`src/rtl/spi_master_arbiter.sv`:
```
// Round-robin arbiter/sequencer sharing one SPI master among NUM_REQ requesters.
// Optional watchdog enabled by defining SPI_ARB_TIMEOUT_EN.
module spi_master_arbiter #(
  parameter int NUM_REQ        = 4,
  parameter int DATA_WIDTH     = 24,
  parameter int GAP_CYCLES     = 4,
  parameter int TIMEOUT_CYCLES = 4096
) (
  input  logic                          Clk_I,
  input  logic                          RstP_I,
  input  logic [NUM_REQ-1:0]            Req_I,
  input  logic [NUM_REQ*DATA_WIDTH-1:0] WrData_I,
  output logic [NUM_REQ-1:0]            Ack_O,
  output logic [DATA_WIDTH-1:0]         RdData_O,
  output logic                          Err_O,
  output logic [NUM_REQ-1:0]            Grant_O,
  output logic                          SpiReq_O,
  output logic [DATA_WIDTH-1:0]         SpiData_O,
  input  logic [DATA_WIDTH-1:0]         SpiData_I,
  input  logic                          SpiValid_I,
  input  logic                          SpiBusy_I,
  input  logic                          SpiCs_I,
  output logic [NUM_REQ-1:0]            CsN_O
);

  localparam int IDX_W = $clog2(NUM_REQ);
  localparam int GAP_W = $clog2(GAP_CYCLES);
  localparam logic [IDX_W-1:0] LAST_RST = IDX_W'(NUM_REQ - 1);
  localparam logic [GAP_W-1:0] GAP_LAST = GAP_W'(GAP_CYCLES - 1);

  typedef enum logic [2:0] {S_IDLE, S_REQ, S_WAIT, S_DONE, S_GAP} state_e;

  state_e                  state_q, state_d;
  logic [NUM_REQ-1:0]      grant_q, grant_d;
  logic [NUM_REQ-1:0]      ack_q, ack_d;
  logic [IDX_W-1:0]        last_q, last_d;
  logic [IDX_W-1:0]        cur_q, cur_d;
  logic                    spi_req_q, spi_req_d;
  logic [DATA_WIDTH-1:0]   spi_data_q, spi_data_d;
  logic [DATA_WIDTH-1:0]   rd_data_q, rd_data_d;
  logic [GAP_W-1:0]        gap_cnt_q, gap_cnt_d;
  logic                    pick_valid_s;
  logic [IDX_W-1:0]        pick_idx_s;
  logic                    to_hit_s;

`ifdef SPI_ARB_TIMEOUT_EN
  localparam int TO_W = $clog2(TIMEOUT_CYCLES);
  logic [TO_W-1:0] to_cnt_q, to_cnt_d;
  logic            err_q, err_d;

  assign to_hit_s = (to_cnt_q == TO_W'(TIMEOUT_CYCLES - 1));

  // Watchdog counts only while a transfer is outstanding; flags forced completion.
  always_comb begin
    to_cnt_d = '0;
    err_d    = 1'b0;
    if (state_q == S_REQ || state_q == S_WAIT) begin
      to_cnt_d = to_cnt_q + TO_W'(1);
      if (to_hit_s && !(state_q == S_WAIT && SpiValid_I)) begin
        err_d = 1'b1;
      end else begin
        err_d = 1'b0;
      end
    end else begin
      to_cnt_d = '0;
    end
  end

  always_ff @(posedge Clk_I or posedge RstP_I) begin
    if (RstP_I) begin
      to_cnt_q <= '0;
      err_q    <= 1'b0;
    end else begin
      to_cnt_q <= to_cnt_d;
      err_q    <= err_d;
    end
  end

  assign Err_O = err_q;
`else
  assign to_hit_s = 1'b0;
  assign Err_O    = 1'b0;
`endif

  // First requesting index at or after last+1, wrapping.
  always_comb begin
    pick_valid_s = 1'b0;
    pick_idx_s   = '0;
    for (int i = 1; i <= NUM_REQ; i++) begin
      if (!pick_valid_s && Req_I[(int'(last_q) + i) % NUM_REQ]) begin
        pick_valid_s = 1'b1;
        pick_idx_s   = IDX_W'((int'(last_q) + i) % NUM_REQ);
      end else begin
        pick_valid_s = pick_valid_s;
      end
    end
  end

  // Transaction sequencer next-state and output logic.
  always_comb begin
    state_d    = state_q;
    grant_d    = grant_q;
    ack_d      = '0;
    last_d     = last_q;
    cur_d      = cur_q;
    spi_req_d  = spi_req_q;
    spi_data_d = spi_data_q;
    rd_data_d  = rd_data_q;
    gap_cnt_d  = gap_cnt_q;
    case (state_q)
      S_IDLE: begin
        if (pick_valid_s) begin
          grant_d    = {{(NUM_REQ-1){1'b0}}, 1'b1} << pick_idx_s;
          cur_d      = pick_idx_s;
          spi_data_d = WrData_I[pick_idx_s*DATA_WIDTH +: DATA_WIDTH];
          spi_req_d  = 1'b1;
          state_d    = S_REQ;
        end else begin
          state_d = S_IDLE;
        end
      end
      S_REQ: begin
        if (to_hit_s) begin
          spi_req_d = 1'b0;
          ack_d     = grant_q;
          rd_data_d = '0;
          state_d   = S_DONE;
        end else if (SpiBusy_I) begin
          spi_req_d = 1'b0;
          state_d   = S_WAIT;
        end else begin
          spi_req_d = 1'b1;
        end
      end
      S_WAIT: begin
        if (SpiValid_I) begin
          ack_d     = grant_q;
          rd_data_d = SpiData_I;
          state_d   = S_DONE;
        end else if (to_hit_s) begin
          ack_d     = grant_q;
          rd_data_d = '0;
          state_d   = S_DONE;
        end else begin
          state_d = S_WAIT;
        end
      end
      S_DONE: begin
        last_d    = cur_q;
        grant_d   = '0;
        gap_cnt_d = '0;
        state_d   = S_GAP;
      end
      S_GAP: begin
        // The master may still be finishing its frame; never re-arm under it.
        if (gap_cnt_q != GAP_LAST) begin
          gap_cnt_d = gap_cnt_q + GAP_W'(1);
        end else if (!SpiBusy_I) begin
          state_d = S_IDLE;
        end else begin
          state_d = S_GAP;
        end
      end
      default: begin
        grant_d   = '0;
        spi_req_d = 1'b0;
        state_d   = S_IDLE;
      end
    endcase
  end

  // State and registered outputs.
  always_ff @(posedge Clk_I or posedge RstP_I) begin
    if (RstP_I) begin
      state_q    <= S_IDLE;
      grant_q    <= '0;
      ack_q      <= '0;
      last_q     <= LAST_RST;
      cur_q      <= '0;
      spi_req_q  <= 1'b0;
      spi_data_q <= '0;
      rd_data_q  <= '0;
      gap_cnt_q  <= '0;
    end else begin
      state_q    <= state_d;
      grant_q    <= grant_d;
      ack_q      <= ack_d;
      last_q     <= last_d;
      cur_q      <= cur_d;
      spi_req_q  <= spi_req_d;
      spi_data_q <= spi_data_d;
      rd_data_q  <= rd_data_d;
      gap_cnt_q  <= gap_cnt_d;
    end
  end

  assign Grant_O   = grant_q;
  assign Ack_O     = ack_q;
  assign SpiReq_O  = spi_req_q;
  assign SpiData_O = spi_data_q;
  assign RdData_O  = rd_data_q;
  assign CsN_O     = {NUM_REQ{SpiCs_I}} | ~grant_q;

endmodule

```
`config.mk`:
```
export PLATFORM = sky130hd
export DESIGN_NAME = spi_master_arbiter
export DESIGN_NICKNAME = d
export VERILOG_FILES = /design/src/rtl/spi_master_arbiter.sv
export SDC_FILE = /design/constraint.sdc
export NUM_CORES = 1
export LEC_CHECK = 0
export ABC_AREA = 1
export CAP_MARGIN = 10
export CELL_PAD_IN_SITES_DETAIL_PLACEMENT = 0
export CELL_PAD_IN_SITES_GLOBAL_PLACEMENT = 2
export CORE_UTILIZATION = 21
export CTS_CLUSTER_SIZE = 14
export DETAILED_ROUTE_END_ITERATION = 7
export HOLD_SLACK_MARGIN = 0.08
export PLACE_DENSITY = 0.81
export REMOVE_ABC_BUFFERS = 1
export SLEW_MARGIN = 10
export SYNTH_ARGS = -nofsm -noshare
export SYNTH_HDL_FRONTEND = slang
export SYNTH_SLANG_ARGS = --single-unit
```
`constraint.sdc`:
```
create_clock -name Clk_I -period 2.8 [get_ports Clk_I]
set_clock_uncertainty 0.1 [all_clocks]
set_input_delay 0.7 -clock Clk_I [delete_from_list [all_inputs] [get_ports Clk_I]]
set_output_delay 0.7 -clock Clk_I [all_outputs]
set_load 0.005 [all_outputs]
```
# ---- Word level (Yosys, flattened, before mapping)
# Index checks and enable logic that the tools add are counted.
dict set report word_totals {
  reg_bits 66
  output_inout_bits 62
}
dict set report classes {
  n_addsub 5
  n_mul 1
  order_cmp 4
  eq_ne 9
  shift 2
  mux 35
  bitwise_logic 8
  reduce_logical 20
}
# cell n
set ops {}
lappend ops {{$shiftx 96x8->24} 1}
lappend ops {{$lt 3x4->1 const B} 4}
lappend ops {{$mux 1} 16}
lappend ops {{$pmux 3 s5} 1}
lappend ops {{$mux 4} 3}
lappend ops {{$reduce_and 2->1} 6}
lappend ops {{$mux 2} 5}
lappend ops {{$ne 2x2->1 const B} 5}
lappend ops {{$mux 3} 3}
lappend ops {{$bmux 1 s2} 4}
lappend ops {{$pmux 4 s2} 1}
lappend ops {{$reduce_or 2->1} 4}
lappend ops {{$add 2x1->2 const B} 3}
lappend ops {{$eq 3x2->1 const B} 2}
lappend ops {{$reduce_or 3->1} 2}
lappend ops {{$add 2x2->2 const B} 2}
lappend ops {{$and 1x1->1 const A} 4}
lappend ops {{$mul 2x2->4 const B} 1}
lappend ops {{$not 4->4} 1}
lappend ops {{$or 4x4->4} 1}
lappend ops {{$pmux 2 s2} 1}
lappend ops {{$shl 1x2->4 const A} 1}
lappend ops {{$eq 3x1->1 const B} 1}
lappend ops {{$eq 3x3->1 const B} 1}
lappend ops {{other kinds (6)} 11}

# ---- Logic depth before layout (Yosys ltp)
# Gate-level depths: netlist of the first run.
dict set report depth {
  word_depth 19
  depth_mapped 17
}

# ---- Worst setup path before layout of the first run
# No wires, ideal clock.
dict set report synth_timing {
  kind {input to register}
  from {in Req_I[1]}
  to {reg spi_data_q[0], in the netlist SpiData_O[0]}
  arrival_time_ns 1.847
  required_time_ns 2.583
  setup_slack_ns 0.736
  stages 14
  cell_sequence {inv_1 -> nand2_1 -> nand3_1 -> nand2_2 -> nand3_1 -> o21a_1 -> nand2_1 -> nor2_4 -> inv_4 -> buf_4 -> nand2_1 -> nand2_1 -> nand2_1 -> nand2_1}
}
dict set report synth_between {
  elab_chain_cells 15
}
# item line_no
set synth_lines {}
lappend synth_lines {{start, declared} 11} ;# input logic [NUM_REQ-1:0] Req_I,
lappend synth_lines {{$bmux 1 s2} 90} ;# if (!pick_valid_s && Req_I[(int'(last_q) + i) % NUM_REQ]) begin
lappend synth_lines {{$mux 1 (implied by the code) (2 in a row)} 90}
lappend synth_lines {{$mux 1} 90}
lappend synth_lines {{$logic_not 1->1} 90}
lappend synth_lines {{$logic_and 1x1->1} 90}
lappend synth_lines {{$mux 1} 90}
lappend synth_lines {{$logic_not 1->1} 90}
lappend synth_lines {{$logic_and 1x1->1} 90}
lappend synth_lines {{$mux 1} 90}
lappend synth_lines {{$logic_not 1->1} 90}
lappend synth_lines {{$logic_and 1x1->1} 90}
lappend synth_lines {{$mux 2} 90}
lappend synth_lines {{$mul 2x2->4} 115} ;# spi_data_d = WrData_I[pick_idx_s*DATA_WIDTH +: DATA_WIDTH];
lappend synth_lines {{$shiftx 96x8->24} 115}
lappend synth_lines {{end signal, assigned} 191} ;# spi_data_q <= spi_data_d;
lappend synth_lines {{end, declared} 39} ;# logic [DATA_WIDTH-1:0] spi_data_q, spi_data_d;
# Parallel ways exist; a longest one is shown, timed or not. The select of a mux whose other input is x is not followed.
# A chain may end at the register's enable or synchronous reset.

# ---- Final worst setup path of the first run
dict set report layout_timing {
  from {in SpiCs_I}
  to {out CsN_O[2]}
}
dict set report layout_between {
  elab_chain_cells 1
}
# item line_no
set layout_lines {}
lappend layout_lines {{start, declared} 22} ;# input logic SpiCs_I,
lappend layout_lines {{$or 4x4->4} 202} ;# assign CsN_O = {NUM_REQ{SpiCs_I}} | ~grant_q;
lappend layout_lines {{end, declared} 23} ;# output logic [NUM_REQ-1:0] CsN_O
# Every way passes these cells.

==> impl_metrics.tcl, run 1 <==
set metrics [dict create \
    die_width_um 140 \
    cts_buffer_depth 2 \
    die_y_um 140 \
    drive_gt1_share_pct 10.7 \
    place_worst_setup_slack_ns 0.0656 \
    grt_pass1_vias 4177 \
    report.power.total_mw 8.12 \
    seq_area_frac_synth_pct 41.6 \
    detail_route.wl_per_cell_um 14.4 \
    min_tclk_post_route_ns 2.60 \
    layout.cells.most_common "sky130_fd_sc_hd__nand2_1" \
    timing.hold.worst.class "reg2reg" \
    path_cells "clkdlybuf4s50_1, inv_1, nand2_1, clkdlybuf4s50_1" \
    grt_start_max_net_pins 49 \
    yosysUniqueCellTypes 35 \
    dp_hpwl_um 10100 \
    clkTransAtPathRegs_ns 0.06 \
    power_leakage_nw 3.06 \
    detail_route.wirelength_um 13700 \
    ir_worst_vdd_v 0.000850 \
    cts_made_buffers 9 \
    post-cts-setup-buffers 0 \
    critical_path.max_stage_delay_ns 0.50 \
    startpoint_type "input port" \
    finalSetupViolCount 0 \
    global_route.overflow_total 0 \
    grt.total_usage_pct 14.3 \
    power_per_cell_area_nw_per_um2 1260 \
    rsz0062_at_grt "no" \
    drt_iter0_drc 227 \
    run_status "finished, final reports clean" \
    io_pins 191 \
    worst-path-max-fanout 4 \
    ctsHoldBuffers 0 \
    detailroute.via_count 4142 \
    layoutNonFillerInstCount 950 \
    numPortBuffers 189 \
    worst_ep_required_time_ns 2.00 \
    fmax_mhz 385 \
    final_hold_viol_count 0 \
    die-area_um2 19500 \
    synth_seq_cells 66 \
    cts_sinks 66 \
    core-area_um2 18300 \
    start_util_pct 21.8 \
    layout.nets 846 \
    clock_tree_from_tritoncts "done" \
    flow.area_growth_from_synthesis_pct 61.5 \
    synthCells 536 \
    crit_path_frequent_cell "sky130_fd_sc_hd__clkdlybuf4s50_1" \
    arrival_ns 1.80 \
    syn_avg_cell_area_um2 7.42 \
    drt_pre_antenna_iters 4 \
    maxCapViolCount 0 \
    critical-path-slowest-cell "sky130_fd_sc_hd__clkdlybuf4s50_1" \
    number_of_antenna_violations_at_the_first_check_in_global_routing 0 \
    netlist_area_um2 3980 \
    gp_congestion 0.764 \
    detailed_route_vias_per_instance 4.36 \
    worst-setup-path-type "in2out" \
    post_cts_resize_count 0 \
    layout_worst_path_cycle_share_pct 92.7 \
    drc_errors 0 \
    dp_cells 934 \
    global_route_wire_length_before_repair_um 22000 \
    num-fill-cells 1874 \
    layout_setup_ws_ns 0.204 \
    final_cell_mix "278 x sky130_fd_sc_hd__nand2_1, 189 x sky130_fd_sc_hd__clkdlybuf4s50_1, 64 x sky130_fd_sc_hd__dfrtp_1, 50 x sky130_fd_sc_hd__nand4_1, 24 x sky130_fd_sc_hd__mux2_2" \
    clkLatencyLatePin_ns 0.33 \
    final_antenna_net_count 0 \
    htree_levels 3 \
    synthesis.yosys.warnings 0 \
    placement_rows 49 \
    worstSetupEndpointType "output pin" \
    final_slew_violations 0 \
    cts_root_buffer "sky130_fd_sc_hd__clkbuf_16" \
    n_antenna_cell 0 \
]
registers in the layout, summed over array words and instances (netlist names):
signal / flops
RdData_O: 24
SpiData_O: 24
Ack_O: 4
Grant_O: 4
state_q: 3
cur_q: 2
gap_cnt_q: 2
last_q: 2
SpiReq_O: 1
final timing paths:
path	from	endpoint	slack, ns	cells after the start
min	SpiData_O[0]	SpiData_O[0]	0.38	2
max reg2reg	last_q[0]	SpiData_O[5]	0.48	15
min in group asynchronous	RstP_I	SpiData_O[9]	0.60	2
max in group asynchronous	RstP_I	RdData_O[2]	1.33	3
max	SpiCs_I	CsN_O[2]	0.20	4
min reg2reg	SpiData_O[0]	SpiData_O[0]	0.38	2
layer usage:
layer / global-route usage (%) / share of wire [%]
met5: 0 / 0
met3: 1.96 / 4.1
met2: 24.4 / 48
met1: 18.2 / 46
met4: 5.21 / 1.9
where the power goes:
part	switching, mW	leakage [nW]	internal (mW)
combinational	3.01	2.10	2.29
sequential	0.262	0.821	1.40
clock	0.458	0.146	0.697
total	3.73	3.06	4.39
area by class of cell:
| class | instances | area, um2 | share of cell area, % |
|---|---|---|---|
| Clock buffer | 9 | 225 | 3.51 |
| Clock inverter | 7 | 77.6 | 1.21 |
| Inverter | 24 | 97.6 | 1.52 |
| Multi-Input combinational cell | 411 | 2000 | 31.1 |
| Sequential cell | 66 | 1650 | 25.8 |
| Tap cell | 229 | 287 | 4.46 |
| Timing Repair Buffer | 204 | 2080 | 32.4 |
critical path: cells and delay by family:
family | cells | cell delay, ns
buf+inv | 3 | 1.02
simple gates | 1 | 0.07
per-stage QoR:
step / hold WS, ns / TNS, ns / instance area [um2] / util [%]
after floorplan: 0.353 / -4.47 / 3750 / -
after global placement: 0.366 / 0 / 6120 / 33.5
after detailed placement: 0.366 / 0 / 6120 / 33.5
after CTS: 0.383 / 0 / 6420 / 35.1
after global routing: 0.388 / 0 / 6420 / 35.1
final: 0.376 / 0 / 6420 / 35.1
cells in the mapped netlist, drive strengths merged:
master  instances  area share [%]
a21oi           2            0.25
and2            1            0.22
buf            29             5.1
clkbuf          6            0.57
conb            1           0.094
dfrtp          64              40
dfstp           2             1.3
ha              1            0.31
inv            24             2.5
mux2           24             6.8
nand2         286              28
nand3          15             2.3
nand4          51             8.4
nor2           14             2.0
nor3b           1            0.19
nor4            1            0.16
o21a            1            0.19
o21ai          11             1.4
o22ai           1            0.16
or2             1            0.16
logic make-up (layout without fill, tap and decap cells):
group	Yosys count	after routing	synth area share (%)
DFF	66	66	41.6
adders and majority gates	1	1	0.315
other	1	1	0.0943
AOI/OAI and AO/OA	15	15	1.98
and+or+nand+nor	370	370	41.1
muxes	24	24	6.80
buffers and inverters	59	244	8.12
Power figures use the tool's default switching activity.
==> run 2: changes to the inputs <==
--- a/config.mk
+++ b/config.mk
@@ -6,16 +6,18 @@
 export NUM_CORES = 1
 export LEC_CHECK = 0
 export ABC_AREA = 1
+export ABC_CLOCK_PERIOD_IN_PS = 3300
 export CAP_MARGIN = 10
 export CELL_PAD_IN_SITES_DETAIL_PLACEMENT = 0
 export CELL_PAD_IN_SITES_GLOBAL_PLACEMENT = 2
-export CORE_UTILIZATION = 21
+export CORE_UTILIZATION = 23
 export CTS_CLUSTER_SIZE = 14
 export DETAILED_ROUTE_END_ITERATION = 7
 export HOLD_SLACK_MARGIN = 0.08
-export PLACE_DENSITY = 0.81
+export PLACE_DENSITY = 0.88
 export REMOVE_ABC_BUFFERS = 1
 export SLEW_MARGIN = 10
 export SYNTH_ARGS = -nofsm -noshare
 export SYNTH_HDL_FRONTEND = slang
 export SYNTH_SLANG_ARGS = --single-unit
+export TNS_END_PERCENT = 50
==> constraint.sdc (replaced) <==
create_clock -name Clk_I -period 3.3 [get_ports Clk_I]
set_clock_uncertainty 0.1 [all_clocks]
set_input_delay 0.825 -clock Clk_I [delete_from_list [all_inputs] [get_ports Clk_I]]
set_output_delay 0.825 -clock Clk_I [all_outputs]
set_load 0.005 [all_outputs]
==> run 2 against run 1 <==
  * Worst hold slack improved by 0.0031 ns
  * Critical path depth unchanged
  * Count of clock-buffer cells in the layout increased by 1
  * First-iteration DRC count decreased by 17%
  * Via count decreased by 2.5%
  * Die area decreased by 8.6%
  * Power decreased by 15%
  * Core utilization increased by 3.2 points
  * Global-route usage increased by 0.89 points
  * Register-to-register slack improved by 0.38 ns
  * Critical endpoint is now CsN_O[3]
==> impl_metrics.tcl, run 2 (synthesis gave the netlist of run 1 again) <==
set metrics [dict create \
    run_status "finished, final reports clean" \
    timing.hold.worst.class "reg2reg" \
    grt_start_max_net_pins 49 \
    final_slew_violations 0 \
    gp_congestion 0.767 \
    power_leakage_nw 3.06 \
    worstHoldPathCells 2 \
    die_width_um 133 \
    grt.total_usage_pct 15.1 \
    detail_route.wirelength_um 13200 \
    regToRegEndpoint "SpiData_O[2]" \
    drt_iter0_drc 188 \
    htree_levels 3 \
    final_hold_viol_count 0 \
    worstSetupEndpointType "output pin" \
    clkLatencyLatePin_ns 0.32 \
    max_slew.worst_pin.slew_ns 0.569 \
    grt_pass1_vias 4144 \
    number_of_antenna_violations_at_the_first_check_in_global_routing 0 \
    global_route_wire_length_before_repair_um 21400 \
    cts_root_buffer "sky130_fd_sc_hd__clkbuf_16" \
    worst-path-buf-inv 3 \
    placement_rows 47 \
    worstHoldEndpoint "SpiData_O[22]" \
    ctsHoldBuffers 0 \
    fmax_mhz 352 \
    rsz0062_at_grt "no" \
    area_of_the_multi_input_gates_um2 2000 \
    finalSetupViolCount 0 \
    dp_cells 924 \
    cts_sinks 66 \
    detail_route.wl_per_cell_um 14.0 \
    post_cts_resize_count 0 \
    clock_tree_from_tritoncts "done" \
    worst-path-max-fanout 4 \
    worst-setup-path-type "in2out" \
    regArea_um2 1650 \
    worst_ep_required_time_ns 2.37 \
    layout_worst_path_cycle_share_pct 86.0 \
    critical-path-slowest-cell "sky130_fd_sc_hd__clkdlybuf4s50_1" \
    die_y_um 133 \
    post-cts-setup-buffers 0 \
    timing.max_slew.rel_slack_pct 62.0 \
    layout.nets 845 \
    layout.cells.most_common "sky130_fd_sc_hd__nand2_1" \
    n_antenna_cell 0 \
    setup-tns-final_ns 0 \
    worst-r2r-setup-slack_ns 0.86 \
    drc_errors 0 \
    ir_worst_vdd_v 0.000652 \
    die-area_um2 17800 \
    flow.area_growth_from_synthesis_pct 61.1 \
    global_route.overflow_total 0 \
    drive_gt1_share_pct 10.4 \
    detailed_route_vias_per_instance 4.29 \
    cpLargestDelayFamily "buffers and inverters" \
    r2r_start "last_q[0]" \
    worst_hold_startpoint "SpiData_O[22]" \
    cts_made_buffers 9 \
    power_per_cell_area_nw_per_um2 1080 \
    maxCapViolCount 0 \
    startpoint_type "input port" \
    r2r_cells 15 \
    clkTransAtPathRegs_ns 0.06 \
    final_cell_mix "278 x sky130_fd_sc_hd__nand2_1, 189 x sky130_fd_sc_hd__clkdlybuf4s50_1, 64 x sky130_fd_sc_hd__dfrtp_1, 50 x sky130_fd_sc_hd__nand4_1, 24 x sky130_fd_sc_hd__mux2_2" \
    path_cells "clkdlybuf4s50_1, inv_1, nand2_1, clkdlybuf4s50_1" \
    start_util_pct 23.8 \
    cts_buffer_depth 2 \
    detailroute.via_count 4037 \
    numPortBuffers 189 \
    num-fill-cells 1727 \
    layoutNonFillerInstCount 940 \
    io_pins 191 \
    arrival_ns 1.91 \
    critical_path.max_stage_delay_ns 0.50 \
    core-area_um2 16700 \
    drt_pre_antenna_iters 5 \
    dp_hpwl_um 9810 \
    crit_path_frequent_cell "sky130_fd_sc_hd__clkdlybuf4s50_1" \
    min_tclk_post_route_ns 2.84 \
    final_antenna_net_count 0 \
]
[run 2: changes by cell type in the layout (fill, tap and decap cells not counted), sizes merged]
| cell | delta |
|---|---|
| bufinv | +3 |
| clkinvlp | -1 |
| buf | -1 |
| inv | -2 |
| clkbuf | +1 |
| clkinv | -1 |
[run 2: layout make-up]
| type | instances | share of cell area (%) |
|---|---|---|
| timing repair buffer | 203 | 31.4 |
| clock inverter | 6 | 2.15 |
| multi-input combinational | 411 | 31.2 |
| sequential | 66 | 25.8 |
| clock buffer | 10 | 3.58 |
| tap | 220 | 4.30 |
| inverter | 24 | 1.54 |
[run 2: worst register-to-register path, stage by stage, from the launching register on]
cell,delay [ns]
sky130_fd_sc_hd__dfstp_2,0.67
sky130_fd_sc_hd__inv_6,0.08
sky130_fd_sc_hd__nand2_1,0.06
sky130_fd_sc_hd__nand2_1,0.09
sky130_fd_sc_hd__nand2_2,0.13
sky130_fd_sc_hd__nand2_4,0.08
sky130_fd_sc_hd__nand2_1,0.06
sky130_fd_sc_hd__nand2_1,0.06
sky130_fd_sc_hd__nand2_2,0.07
sky130_fd_sc_hd__buf_4,0.43
sky130_fd_sc_hd__nand4_1,0.20
sky130_fd_sc_hd__nand2_1,0.10
sky130_fd_sc_hd__nand2_1,0.05
sky130_fd_sc_hd__nand2_1,0.07
sky130_fd_sc_hd__nand2_1,0.06
sky130_fd_sc_hd__nand2_1,0.06
[run 2: how the worst max path moves through the flow]
stage	depth (start not counted)	slack, ns	endpoint	start
floorplan	14	0.20	SpiData_O[0]	Req_I[1]
global placement	14	0.36	SpiData_O[18]	Req_I[1]
detailed placement	14	0.32	SpiData_O[18]	Req_I[1]
CTS	4	0.46	CsN_O[3]	SpiCs_I
global route	14	0.39	SpiData_O[18]	Req_I[3]
finish	4	0.46	CsN_O[3]	SpiCs_I
[run 2: stage by stage]
step / cell area [um2] / total power, mW / hold WS, ns / setup WS (ns) / utilization (%)
floorplan: 3750 / 3.97 / 0.353 / 0.202 / -
global placement: 6040 / 5.74 / 0.364 / 0.360 / 36.1
detailed placement: 6040 / 5.79 / 0.364 / 0.324 / 36.1
finish: 6400 / 6.91 / 0.379 / 0.462 / 38.3
global route: 6400 / 7.64 / 0.397 / 0.388 / 38.3
CTS: 6400 / 7.02 / 0.380 / 0.462 / 38.3
[run 2: where the power goes]
part	internal (mW)	switching [mW]
sequential	1.19	0.221
combinational	1.84	2.48
clock	0.819	0.364
[run 2: routing by layer]
layer / GRT usage [%] / vias to the layer above / wire length (um)
met5: 0 / - / 0
met4: 4.10 / 0 / 183
li1: - / 2082 / -
met3: 3.27 / 12 / 563
met2: 25.5 / 101 / 6370
met1: 19.5 / 1842 / 6040
==> run 3: changes to the inputs <==
--- a/config.mk
+++ b/config.mk
@@ -16,7 +16,6 @@
 export HOLD_SLACK_MARGIN = 0.08
 export PLACE_DENSITY = 0.88
 export REMOVE_ABC_BUFFERS = 1
-export SLEW_MARGIN = 10
 export SYNTH_ARGS = -nofsm -noshare
 export SYNTH_HDL_FRONTEND = slang
 export SYNTH_SLANG_ARGS = --single-unit
==> results of run 3 <==
Final layout, timing and power as in run 2 (identical DEF).
